## config.mk

```make
export PLATFORM = sky130hd
export DESIGN_NAME = mips32_fetch_queue
export DESIGN_NICKNAME = d
export VERILOG_FILES = /design/src/rtl/mips32_fetch_queue.sv
export SDC_FILE = /design/constraint.sdc
export NUM_CORES = 1
export LEC_CHECK = 0
export CAP_MARGIN = 20
export CORE_MARGIN = 4
export CORE_UTILIZATION = 45
export DETAILED_ROUTE_END_ITERATION = 16
export GPL_ROUTABILITY_DRIVEN = 0
export HOLD_SLACK_MARGIN = 0.12
export PLACE_DENSITY = 0.64
export SYNTH_ARGS = -nofsm -noshare
export SYNTH_HDL_FRONTEND = slang
export SYNTH_SLANG_ARGS = --single-unit
```

## constraint.sdc

```tcl
create_clock -name clk1 -period 7.74 [get_ports clk1]
set_clock_uncertainty 0.2 [all_clocks]
set_input_delay 1.161 -clock clk1 [delete_from_list [all_inputs] [get_ports clk1]]
set_output_delay 1.161 -clock clk1 [all_outputs]
set_load 0.1 [all_outputs]
```

## src/rtl/mips32_fetch_queue.sv

```systemverilog
// mips32_fetch_queue
//   Instruction fetch front end for the pipelined MIPS32 core. Issues word
//   reads to instruction memory over a req/ack handshake, buffers returned
//   instructions with their next-PC in a small FIFO, and hands them to ID
//   through valid/ready. A taken-branch redirect flushes the queue and
//   restarts fetch at the target.
//
//   Optional feature macro: FETCH_HLT_STOP_EN -- an enqueued HLT word
//   (opcode 6'b111111) sets a sticky stop flag that blocks further requests
//   until the next redirect or reset.
//
// Ports
//   clk1, rst_n             clock (rising edge), async active-low reset
//   imem_req/imem_addr      read request and word address (PC[ADDR_W-1:0])
//   imem_ack/imem_rdata     read completion and instruction word
//   redirect_valid/_pc      taken branch pulse and target word address
//   halt                    level; blocks new requests while high
//   ir_valid/ir/npc         head entry valid, instruction, PC+1
//   ir_ready                ID consumes the head when ir_valid & ir_ready
//   level                   occupied FIFO entries
//
// State   | meaning
// IDLE    | nothing outstanding; issue when space, no halt, no stop
// REQ     | live request at pc_q, waiting for ack
// DISCARD | request orphaned by a redirect; its data is thrown away
module mips32_fetch_queue #(
  parameter int unsigned DEPTH    = 4,
  parameter int unsigned ADDR_W   = 10,
  parameter logic [31:0] RESET_PC = 32'd0
) (
  input  logic                   clk1,
  input  logic                   rst_n,
  output logic                   imem_req,
  output logic [ADDR_W-1:0]      imem_addr,
  input  logic                   imem_ack,
  input  logic [31:0]            imem_rdata,
  input  logic                   redirect_valid,
  input  logic [31:0]            redirect_pc,
  input  logic                   halt,
  output logic                   ir_valid,
  output logic [31:0]            ir,
  output logic [31:0]            npc,
  input  logic                   ir_ready,
  output logic [$clog2(DEPTH):0] level
);

  localparam int unsigned    PTR_W    = $clog2(DEPTH);
  localparam logic [PTR_W:0] FULL_CNT = (PTR_W+1)'(DEPTH);

  typedef enum logic [1:0] {
    ST_IDLE,
    ST_REQ,
    ST_DISCARD
  } state_e;

  state_e            state_q, state_d;
  logic [31:0]       pc_q, pc_d;
  logic [31:0]       target_q, target_d;
  logic [31:0]       pc_inc;
  logic [31:0]       ir_mem_q  [DEPTH];
  logic [31:0]       npc_mem_q [DEPTH];
  logic [PTR_W-1:0]  rd_ptr_q, wr_ptr_q;
  logic [PTR_W:0]    count_q, count_d;
  logic              push, pop;
  logic              can_issue;
  logic              stop_active;

  assign pc_inc = pc_q + 32'd1;

`ifdef FETCH_HLT_STOP_EN
  logic stop_q, stop_d;

  always_comb begin
    stop_d = stop_q;
    if (redirect_valid) begin
      stop_d = 1'b0;
    end else if (push && (imem_rdata[31:26] == 6'b111111)) begin
      stop_d = 1'b1;
    end
  end

  always_ff @(posedge clk1 or negedge rst_n) begin
    if (!rst_n) begin
      stop_q <= 1'b0;
    end else begin
      stop_q <= stop_d;
    end
  end

  assign stop_active = stop_q;
`else
  assign stop_active = 1'b0;
`endif

  // Only one request is ever outstanding and IDLE has none, so the space
  // check reduces to the stored count.
  assign can_issue = !halt && !stop_active && (count_q < FULL_CNT);

  always_comb begin
    state_d  = state_q;
    pc_d     = pc_q;
    target_d = target_q;
    push     = 1'b0;
    if (redirect_valid) begin
      target_d = redirect_pc;
    end
    unique case (state_q)
      ST_IDLE: begin
        if (redirect_valid) begin
          // Queue is being flushed and stop cleared, so only halt can block.
          pc_d = redirect_pc;
          if (!halt) state_d = ST_REQ;
        end else if (can_issue) begin
          state_d = ST_REQ;
        end
      end
      ST_REQ: begin
        if (redirect_valid) begin
          if (imem_ack) begin
            // Old request retired this edge: go straight to the target so
            // the new request is visible in the very next cycle.
            pc_d    = redirect_pc;
            state_d = halt ? ST_IDLE : ST_REQ;
          end else begin
            state_d = ST_DISCARD;
          end
        end else if (imem_ack) begin
          push    = 1'b1;
          pc_d    = pc_inc;
          state_d = ST_IDLE;
        end
      end
      ST_DISCARD: begin
        if (imem_ack) begin
          pc_d    = redirect_valid ? redirect_pc : target_q;
          state_d = ST_IDLE;
        end
      end
      default: state_d = ST_IDLE;
    endcase
  end

  // Redirect wins over any pop in the same cycle.
  assign pop = (count_q != '0) && ir_ready && !redirect_valid;

  always_comb begin
    count_d = count_q;
    unique case ({push, pop})
      2'b10:   count_d = count_q + 1'b1;
      2'b01:   count_d = count_q - 1'b1;
      default: count_d = count_q;
    endcase
  end

  always_ff @(posedge clk1 or negedge rst_n) begin
    if (!rst_n) begin
      state_q  <= ST_IDLE;
      pc_q     <= RESET_PC;
      target_q <= RESET_PC;
    end else begin
      state_q  <= state_d;
      pc_q     <= pc_d;
      target_q <= target_d;
    end
  end

  always_ff @(posedge clk1 or negedge rst_n) begin
    if (!rst_n) begin
      rd_ptr_q  <= '0;
      wr_ptr_q  <= '0;
      count_q   <= '0;
      ir_mem_q  <= '{default: '0};
      npc_mem_q <= '{default: '0};
    end else if (redirect_valid) begin
      rd_ptr_q <= '0;
      wr_ptr_q <= '0;
      count_q  <= '0;
    end else begin
      if (push) begin
        ir_mem_q[wr_ptr_q]  <= imem_rdata;
        npc_mem_q[wr_ptr_q] <= pc_inc;
        wr_ptr_q            <= wr_ptr_q + 1'b1;
      end
      if (pop) begin
        rd_ptr_q <= rd_ptr_q + 1'b1;
      end
      count_q <= count_d;
    end
  end

  assign imem_req  = (state_q != ST_IDLE);
  assign imem_addr = pc_q[ADDR_W-1:0];
  assign ir_valid  = (count_q != '0);
  assign ir        = ir_mem_q[rd_ptr_q];
  assign npc       = npc_mem_q[rd_ptr_q];
  assign level     = count_q;

endmodule
```

==> flow_summary.yaml <==
status:
  status: "completed"
worst_setup_path:
  startpoint_type: "flop"
  required_ns: 6.38
  crit_arrival_ns: 3.66
  worstSetupEndpointType: "output pin"
  crit_type: "reg2out"
  crit_path_max_fanout: 46
sta:
  fin_setup_tns_ns: 0
  fin_crit_ns: 5.03
  fmax_ghz: 0.199
  worstMarginPinSlew_ns: 1.09
  finalCritPeriodShare_pct: 64.9
  setup_viol: 0
  setup_slack_ns: 2.71
  hold_viol_final: 0
  maxSlewViolCount: 0
  rsz0062_at_grt: "no"
  worst_slew_margin_rel_pct: 27.2
power_and_ir_drop:
  switching_share_pct: 46.6
  power_switching_uw: 4140
  p_seq_share_pct: 30.9
  powerDensity_nw_per_um2: 478
  p_comb_share_pct: 49.5
  peakVddDrop_uv: 428
  power_frac_clock_pct: 19.7
  p_leak_uw: 0.00791
  internal-power_uw: 4730
floorplanning:
  fp.dieArea_um2: 37600
  core_um2: 33800
  initial_core_util_pct: 46.0
  ios: 149
  die_x_um: 194
  die_y_um: 194
  row_count: 67
placed_design:
  pre_cts_slack_ns: 3.16
  dpl.hpwl_um: 24300
  placedCellCount: 1798
  io_buffer_count: 148
clock_network:
  root_buffer: "clkbuf_16"
  insertion_delay_ns: 0.52
  cts_setup_buffers: 0
  ctsResizeCount: 0
  postCtsHoldBufs: 0
  clock_sinks: 329
  cts_tree: "yes"
  htreeDepth: 2
  cts_buffers: 38
  clockBufferDepth: 3
  clkTransAtPathRegs_ns: 0.06
run:
  drv_cap: 0
drt:
  routed_via_density: 5.70
  drt_iter0_markers: 754
  wl_um: 37700
  ant_nets: 0
  first_pass_iters: 5
  vias: 10600
  drcViolationCount: 0
  wl_per_cell_um: 20.2
layout:
  layout_common_cells: "327 x dfrtp_1, 164 x mux2_2, 163 x o21ai_0"
  fillers: 2859
  utilization_pct: 54.9
  area_growth_syn_to_layout_pct: 19.3
  instances_no_fill: 1864
  final_layout_size_suffix_gt1_share_pct: 23.0
  final_common_cell: "dfrtp_1"
  antenna_cells: 0
  design.final.nets: 1474
logic_synthesis:
  synth_nets: 1372
  synth_top_area_cell: "dfrtp_1"
  async_flop_share_pct: 100
  synth_area_um2: 15500
  synth_edf_count: 0
  syn_inst: 1290
  synth.distinct_cells: 70
  yosysSeqAreaShare_pct: 53.0
  netlist_top_cells_area: "dfrtp_1 53%, mux2_2 12%, mux4_2 9.3%"
  synth-seq-cells: 329
  synth.avg_cell_area_um2: 12.0
  synth_top_area_share_pct: 53.0
  synth_flop_cell: "dfrtp_1"
  yosysWarnings: 0
grt:
  grt_max_degree: 135
  grt_pass1_wl_um: 62300
  grt_overflow: 0
  antenna_found_initial: 0
  grt_pass1_vias: 10800
  grt_use_total_pct: 20.1
min_path:
  hp-class: "reg2reg"
==> state kept, by name, indices dropped and copies added, names as in the netlist <==
register	cells
pc_q	32
state_q	2
target_q	32
ir_mem_q	128
rd_ptr_q	2
wr_ptr_q	2
level	3
npc_mem_q	128
==> power groups by stage <==
stage	logic (µW)	registers [µW]	clock network [µW]
final	4390	2740	1750
after global routing	4660	2820	1860
after CTS	4410	2730	1790
after detailed placement	4400	2760	0
after global placement	4340	2740	0
after floorplan	3490	2590	0
==> metrics by stage <==
stage,total power [µW],hold slack (ns),cell area [µm²]
floorplan,6080,0.245,15500
global placement,7080,0.257,17300
detailed placement,7160,0.265,17300
CTS,8930,0.279,18500
global route,9330,0.298,18500
finish,8870,0.275,18500
==> layout make-up <==
class,count,area (µm²),area share (%)
sequential,329,8240,44.4
multi-input combinational,843,6830,36.9
tap,448,561,3.02
clock buffer,54,1100,5.95
clock inverter,10,113,0.608
inverter,16,60.1,0.324
timing repair buffer,164,1630,8.79
==> kinds of logic (layout without fill, tap and decap cells) <==
family	count (synthesis)	after routing	synth area share [%]
AOI/OAI and AO/OA	263	263	10.3
xor gates and xnor gates	35	35	1.97
adders and majority gates	12	12	1.01
buffers and inverters	118	244	3.26
DFF	329	329	53.0
muxes	230	230	21.3
and+or+nand+nor	303	303	9.17
==> Yosys cell counts, drive strengths merged (4+ instances only) <==
cell type and instances:
a21oi 16, dfrtp 329, nor4 5, xnor2 25, nor2 58, clkbuf 59
o21ai 167, nand4 19, o31a 6, xor2 10, o2bb2ai 5, mux4 64
a221oi 18, a22o 5, a22oi 4, nand3 24, inv 15, a221o 6
and3 5, ha 11, or4 6, buf 43, o32ai 5, o31ai 7
mux2 164, nand2 154, nor3 10, and2 5
==> path summary, 6_finish.rpt <==
kind,start,endpoint,slack (ns),cells after the start
setup reg to reg,state_q[1],npc_mem_q[97],4.36,7
hold reg to reg,npc_mem_q[47],npc_mem_q[47],0.28,2
hold / removal,npc_mem_q[47],npc_mem_q[47],0.28,2
max in group asynchronous,rst_n,ir_mem_q[126],5.30,2
min in group asynchronous,rst_n,ir_mem_q[70],0.55,1
setup / recovery,rd_ptr_q[0],npc[9],2.71,3
==> layer usage <==
metal | vias up | track usage, % | wire [µm]
met5 | - | 0 | 0
met4 | 0 | 4.27 | 653
met3 | 39 | 3.25 | 2030
met2 | 298 | 30.9 | 17100
met1 | 5387 | 30.5 | 17900
li1 | 4896 | - | -
==> worst max-delay path: stages (launching register included) <==
cell	delay, ns
dfrtp_4	1.07
buf_4	0.50
mux4_2	0.57
clkdlybuf4s50_1	0.98
Note: power is estimated with default switching activity, not from simulation.
